### src/rtl/booth_mul_seq.sv
// Sequential radix-2 Booth multiplier, 32x32 signed -> 64-bit HI/LO.
// One add/sub and one arithmetic shift per clock through the add_new ripple adder.

module add_new (
    input  logic [31:0] a,
    input  logic [31:0] b,
    input  logic        cin,
    output logic [31:0] sum,
    output logic        c_out
);

    logic carry;

    always_comb begin
        carry = cin;
        sum   = '0;
        for (int i = 0; i < 32; i++) begin
            sum[i] = a[i] ^ b[i] ^ carry;
            carry  = (a[i] & b[i]) | (carry & (a[i] ^ b[i]));
        end
        c_out = carry;
    end

endmodule

module booth_mul_seq #(
    parameter int WIDTH      = 32,
    parameter int DONE_PULSE = 1
) (
    input  logic             clock,
    input  logic             clear_n,
    input  logic             start,
    input  logic [WIDTH-1:0] mcand,
    input  logic [WIDTH-1:0] mplier,
    output logic             busy,
    output logic             done,
    output logic [WIDTH-1:0] hi,
    output logic [WIDTH-1:0] lo
);

    typedef enum logic [1:0] {
        IDLE,
        RUN,
        DONE
    } state_t;

    state_t state;

    logic [WIDTH:0]   a;
    logic [WIDTH-1:0] q;
    logic             q_1;
    logic [WIDTH-1:0] m;
    logic [WIDTH:0]   neg_m;
    logic [4:0]       cnt;

    logic [WIDTH-1:0] neg_lo;
    logic             neg_c;
    logic [WIDTH:0]   neg_full;

    logic [1:0]       booth;
    logic             add_en;
    logic [WIDTH:0]   y;
    logic [WIDTH-1:0] s_lo;
    logic             s_c;
    logic [WIDTH:0]   s_full;
    logic [WIDTH:0]   a_next;
    logic [WIDTH-1:0] q_next;
    logic             q1_next;

    // Two's complement of the incoming multiplicand, widened to 33 bits
    // so that -(-2^31) is representable as +2^31.
    add_new u_neg (
        .a     (~mcand),
        .b     (32'd1),
        .cin   (1'b0),
        .sum   (neg_lo),
        .c_out (neg_c)
    );

    assign neg_full = {~mcand[WIDTH-1] ^ neg_c, neg_lo};

    assign booth  = {q[0], q_1};
    assign add_en = (booth == 2'b01) || (booth == 2'b10);
    assign y      = (booth == 2'b10) ? neg_m : {m[WIDTH-1], m};

    add_new u_step (
        .a     (a[WIDTH-1:0]),
        .b     (y[WIDTH-1:0]),
        .cin   (1'b0),
        .sum   (s_lo),
        .c_out (s_c)
    );

    assign s_full  = add_en ? {a[WIDTH] ^ y[WIDTH] ^ s_c, s_lo} : a;
    assign a_next  = {s_full[WIDTH], s_full[WIDTH:1]};
    assign q_next  = {s_full[0], q[WIDTH-1:1]};
    assign q1_next = q[0];

    always_ff @(posedge clock or negedge clear_n) begin
        if (!clear_n) begin
            state <= IDLE;
            a     <= '0;
            q     <= '0;
            q_1   <= 1'b0;
            m     <= '0;
            neg_m <= '0;
            cnt   <= '0;
            busy  <= 1'b0;
            done  <= 1'b0;
            hi    <= '0;
            lo    <= '0;
        end else begin
            unique case (state)
                IDLE: begin
                    if (start) begin
                        m     <= mcand;
                        q     <= mplier;
                        a     <= '0;
                        q_1   <= 1'b0;
                        cnt   <= '0;
                        neg_m <= neg_full;
                        busy  <= 1'b1;
                        done  <= 1'b0;
                        state <= RUN;
                    end
                end
                RUN: begin
                    a   <= a_next;
                    q   <= q_next;
                    q_1 <= q1_next;
                    cnt <= cnt + 5'd1;
                    // Product is published on the same edge as the last step.
                    if (cnt == 5'd31) begin
                        hi    <= a_next[WIDTH-1:0];
                        lo    <= q_next;
                        busy  <= 1'b0;
                        done  <= 1'b1;
                        state <= DONE;
                    end
                end
                DONE: begin
                    if (DONE_PULSE != 0) begin
                        done <= 1'b0;
                    end
                    state <= IDLE;
                end
                default: begin
                    state <= IDLE;
                end
            endcase
        end
    end

endmodule
### config.mk
export PLATFORM = sky130hd
export DESIGN_NAME = booth_mul_seq
export DESIGN_NICKNAME = d
export VERILOG_FILES = /design/src/rtl/booth_mul_seq.sv
export SDC_FILE = /design/constraint.sdc
export NUM_CORES = 1
export LEC_CHECK = 0
export CAP_MARGIN = 10
export CORE_MARGIN = 4
export CORE_UTILIZATION = 30
export DETAILED_ROUTE_END_ITERATION = 10
export PLACE_DENSITY = 0.45
export SETUP_SLACK_MARGIN = 0.15
export SLEW_MARGIN = 20
export SYNTH_ARGS = -nofsm -noshare
export SYNTH_HDL_FRONTEND = slang
export SYNTH_HIERARCHICAL = 1
export SYNTH_SLANG_ARGS = --single-unit
### constraint.sdc
create_clock -name clock -period 17.3 [get_ports clock]
set_input_delay 4.325 -clock clock [delete_from_list [all_inputs] [get_ports clock]]
set_output_delay 4.325 -clock clock [all_outputs]
set_load 0.05 [all_outputs]
## Word-level counts from Yosys, hierarchy flattened

Index checks and enable logic that the tools add are counted.

| storage, ports and cells | value |
|---|---|
| register bits | 204 |
| bits of input ports | 67 |
| output and inout bits | 66 |
| logic and storage cells | 272 |

| cells by class | value |
|---|---|
| add/subtract/negate cells | 1 |
| eq/ne operators | 7 |
| mux-type cells | 18 |
| bitwise logic cells | 225 |
| reductions and logical operators | 10 |

Operator list:

| cell | number |
|---|---|
| $mux W33 | 3 |
| $xor A1 B1 Y1 | 97 |
| $and A1 B1 Y1 | 94 |
| $pmux W33 S2 | 1 |
| $pmux W32 S2 | 1 |
| $mux W32 | 1 |
| $not A32 Y32 | 1 |
| $or A1 B1 Y1 | 31 |
| $pmux W5 S2 | 1 |
| $reduce_and A2 Y1 | 4 |
| $reduce_and A3 Y1 | 2 |
| $add A5 B1 Y5 const B | 1 |
| $eq A5 B5 Y1 const B | 1 |
| $mux W5 | 1 |
| $eq A2 B1 Y1 const B | 2 |
| $eq A2 B2 Y1 const B | 2 |
| $mux W1 | 4 |
| $mux W2 | 2 |
| $ne A2 B2 Y1 const B | 2 |
| $pmux W1 S2 | 2 |
| $pmux W2 S2 | 1 |
| $pmux W1 S3 | 1 |
| $reduce_bool A3 Y1 | 1 |
| $logic_not A2 Y1 | 1 |
| other kinds (3) | 4 |

## Longest topological paths before layout

| logic depth | value |
|---|---|
| word-level depth | 68 |
| depth in mapped cells | 44 |
| mapped depth without buffers | 43 |

## Cells and area by module

The synthesis kept the hierarchy.

Modules (own cells, without submodules):

| module | times used | cells an instance | area each (µm²) | sequential area each (µm²) |
|---|---|---|---|---|
| booth_mul_seq | 1 | 817 | 8677.1 | 5079.9 |
| add_new | 2 | 42 | 678.2 | 0.0 |

## Worst setup path before layout

Ideal clock, no wire load.

| timing path | value |
|---|---|
| path type | input to register |
| start | input mcand[0] |
| end | register neg_m[31] |
| setup time | 65 ps |
| data arrival time | 16608 ps |
| required time | 17235 ps |
| path slack | 628 ps |
| cell stages on the path | 39 |
| buffers on the path | 0 |
| cells stage by stage | inv_1 > fa_1 > fa_1 > fa_1 > fa_1 > fa_1 > fa_1 > fa_1 > fa_1 > fa_1 > fa_1 > fa_1 > fa_1 > fa_1 > fa_1 > fa_1 > fa_1 > inv_1 > [3 not listed] > fa_1 > fa_1 > fa_1 > fa_1 > fa_1 > fa_1 > fa_1 > fa_1 > fa_1 > fa_1 > fa_1 > fa_1 > fa_1 > inv_1 > fa_1 > inv_1 > nand2_1 > nand2_1 |

| on the way | value |
|---|---|
| longest elaborated chain between the ends | 32 |

RTL lines:

| element | RTL line | text |
|---|---|---|
| from (decl) | 33 | `input logic [WIDTH-1:0] mcand,` |
| $not A32 Y32 | 73 | `.a (~mcand),` |
| $and A1 B1 Y1 (30 in series) | 19 | `carry = (a[i] & b[i]) \| (carry & (a[i] ^ b[i]));` |
| $xor A1 B1 Y1 | 18 | `sum[i] = a[i] ^ b[i] ^ carry;` |
| net neg_full[31] | 58 | `logic [WIDTH:0] neg_full;` |
| to (signal assigned) | 121 | `neg_m <= neg_full;` |
| to (decl) | 53 | `logic [WIDTH:0] neg_m;` |

The timed path passes the listed nets, and every way through them passes these cells.
A chain may end at the register's enable or synchronous reset.

## Final worst setup path

Ends and elaborated chain as after synthesis.

==> reports/results.txt <==
minimum clock period -> 16.73 ns
Mapped Cells -> 901
min-delay worst type -> reg2reg
Initial Utilization -> 30.6%
first-pass GRT wire length -> 39.8 mm
crit-path max FO -> 2
Synth Register Bits -> 203
Leak -> 0.00584 uW
Die Ht -> 191 um
Worst setup SP type -> primary input
full die area -> 36400 um2
Max IR drop VDD -> 0.0779 mV
Port Buffers -> 132
MaxCap Viol Count -> 0
# IOs -> 133
clk_lat worst skew -> 0.53 ns
clk_skew -> 0.0126 ns
post-synthesis sequential area ratio -> 50.6%
# rows -> 66
DR WL/cell -> 15.8 um
CP peak stage delay -> 0.46 ns
Overall Global Routing Usage -> 13.4%
final hold vios -> 0
CTS tree -> done
number of global-route vias before repair -> 7087
CTS root buffer -> clkbuf_16
post-synth top area cell -> dfrtp_1
largest net degree at the start of global routing -> 86
final core utilization -> 38.7%
DRT Wirelength -> 23.9 mm
DP HPWL -> 15.6 mm
Iter 0 DRT Violations -> 244
Area contributors post-synth -> dfrtp_1 51%, fa_1 13%, nand2_1 8.6%, mux2_2 7.1%, o21ai_0 5.1%
GPL Wtd Cong -> 0.727
run status -> finished clean
Final WS setup -> 0.569 ns
core box area -> 32800 um2
# DRC -> 0
CP required -> 17.77 ns
Via Count -> 6635
CP max-delay cell -> clkdlybuf4s50_1
Nets -> 1186
setup violators final -> 0
H-tree depth -> 1
Synth cell types -> 32
area of the mapped netlist -> 10000 um2
Syn Area/Cell -> 11.1 um2
antenna violations before repair -> 0
total CTS buffers -> 27
Crit path top cell by count -> fa_1
Critical Path AT -> 17.20 ns
CTS max path bufs -> 3
nature of the critical path endpoint -> register
Power Density -> 198 nW/um2
Reg clk slew, reported paths -> 0.06 ns
RSZ-0062 raised after global routing -> no
Horiz. Die Dim -> 191 um
Worst slew margin -> 36.6%
layout cells sized above 1 -> 14.8%
critical path type -> in2reg
clk sink count -> 203
global route overflow -> 0
PnR Total Power -> 2520 uW
Routed Antenna Nets -> 0
Final Cycle Share -> 96.7%
Ant. Diodes -> 0
top-area cell type share of the netlist area -> 50.6%
Worst Max-Slew Pin Slew -> 0.951 ns
Max Transition Viols Final -> 0
fmax -> 0.0598 GHz
FILL cells -> 3301
Pre-Repair DR Iteration Count -> 5
worst slack at placement -> -0.585 ns
YS warnings -> 6
DR vias/cell -> 4.39
Layout area overhead -> 26.6%
## layer usage
metal | routed length [um] | GRT usage [%] | vias to the layer above
met1 | 12100 | 20.5 | 3220
li1 | - | - | 3241
met4 | 387 | 3.07 | 0
met5 | 0 | 0 | -
met3 | 1180 | 2.31 | 31
met2 | 10200 | 20.0 | 143
## logic make-up (layout without fill, tap and decap cells)
family | after synthesis | after routing | share of synthesized area [%]
XOR/XNOR | 2 | 2 | 0.175
AO/OA/AOI/OAI | 173 | 173 | 10.5
flip-flops | 203 | 203 | 50.6
AND/OR/NAND/NOR | 248 | 248 | 9.79
multiplexers | 97 | 97 | 10.5
other | 2 | 34 | 0.0749
adder cells (fa/ha/maj) | 67 | 67 | 13.1
buffers and inverters | 109 | 247 | 5.26
## worst paths after layout
kind	start	to	slack (ns)	cells past startpoint
worst max-delay path	mcand[0]	neg_m[31]$_DFFE_PN0P_	0.57	40
worst min-delay path	neg_m[19]$_DFFE_PN0P_	neg_m[19]$_DFFE_PN0P_	0.47	2
worst max register to register	q_1$_DFFE_PN0P_	hi[31]$_DFFE_PN0P_	2.86	43
min in group asynchronous	clear_n	lo[15]$_DFFE_PN0P_	3.83	1
worst min register to register	neg_m[19]$_DFFE_PN0P_	neg_m[19]$_DFFE_PN0P_	0.47	2
max in group asynchronous	clear_n	neg_m[0]$_DFFE_PN0P_	12.03	2
## where the power goes
group / switching, uW / internal (uW) / leakage, uW
Combinational: 680 / 466 / 0.00293
Clock: 209 / 321 / 0.000425
Sequential: 141 / 698 / 0.00249
Total: 1030 / 1490 / 0.00584
## layout by cell type, fill, tap and decap left out, types with 3 or more instances in the layout
cell	instances
a22oi_1	30
o21ai_2	23
nand2_1	230
clkdlybuf4s50_1	131
a22o_1	3
dfrtp_1	203
nor2b_1	4
inv_1	55
clkbuf_1	5
clkbuf_16	27
fa_2	11
clkinv_2	8
fa_1	53
o21ai_0	102
mux2i_1	34
mux2_2	63
nor2_1	3
o21ai_1	10
a21oi_1	3
buf_4	12
clkbuf_8	6
conb_1	34
## stage by stage
stage	hold slack, ns	setup TNS, ns	std cells	instance area, um2
after floorplan	0.439	0	933	10200
after CTS	0.472	0	1513	12700
final	0.466	0	1513	12700
after global placement	0.451	-1.06	1465	11800
after global routing	0.478	0	1513	12700
after detailed placement	0.457	-1.25	1465	11800
## cells in the mapped netlist
| master | number |
|---|---|
| fa_1 | 64 |
| nor2b_1 | 5 |
| a21oi_1 | 3 |
| and3_1 | 1 |
| nand4_1 | 1 |
| nor3b_2 | 1 |
| buf_2 | 20 |
| a22oi_1 | 30 |
| or3b_1 | 1 |
| or3_1 | 1 |
| a22o_1 | 3 |
| mux2_2 | 63 |
| a221o_1 | 1 |
| nand3b_1 | 1 |
| inv_1 | 55 |
| dfrtp_1 | 203 |
| o21ai_1 | 10 |
| clkbuf_1 | 20 |
| nand2_1 | 230 |
| o21ai_0 | 102 |
| o21bai_2 | 1 |
| nor2_1 | 3 |
| o21ai_2 | 23 |
| ha_1 | 3 |
| nand2b_1 | 2 |
| conb_1 | 2 |
| nand3_1 | 1 |
| mux2i_1 | 34 |
| nand2_4 | 1 |
| buf_6 | 11 |
| xor2_1 | 2 |
| buf_4 | 3 |
## cell type report
class / instances / area (um2) / area share (%)
sequential: 203 / 5080 / 40.0
timing repair buffer: 144 / 1420 / 11.1
clock buffer: 37 / 763 / 6.01
multi-input combinational: 621 / 4590 / 36.2
clock inverter: 11 / 86.3 / 0.680
inverter: 55 / 206 / 1.63
tap: 442 / 553 / 4.36
## timing repair
item / 4_1_cts / 5_1_grt
hold buffers: 0 / 0
buffers inserted: 0 / 0
setup endpoints to repair: 2 / 2
cloned: 0 / 0
gates resized for setup: 4 / 7
pin swaps: 1 / 1
## sequential cells by signal, summed over array words and instances (netlist names)
signal / count
neg_m: 33
a: 32
hi: 32
lo: 32
m: 32
q: 32
cnt: 5
state: 2
busy: 1
done: 1
q_1: 1
## critical path, delay by kind of cell
family                   cells  cell delay (ns)
adder cells (fa/ha/maj)     32            11.97
buffers and inverters        6             0.78
AND/OR/NAND/NOR              2             0.10
(Power assumes the default switching activity.)
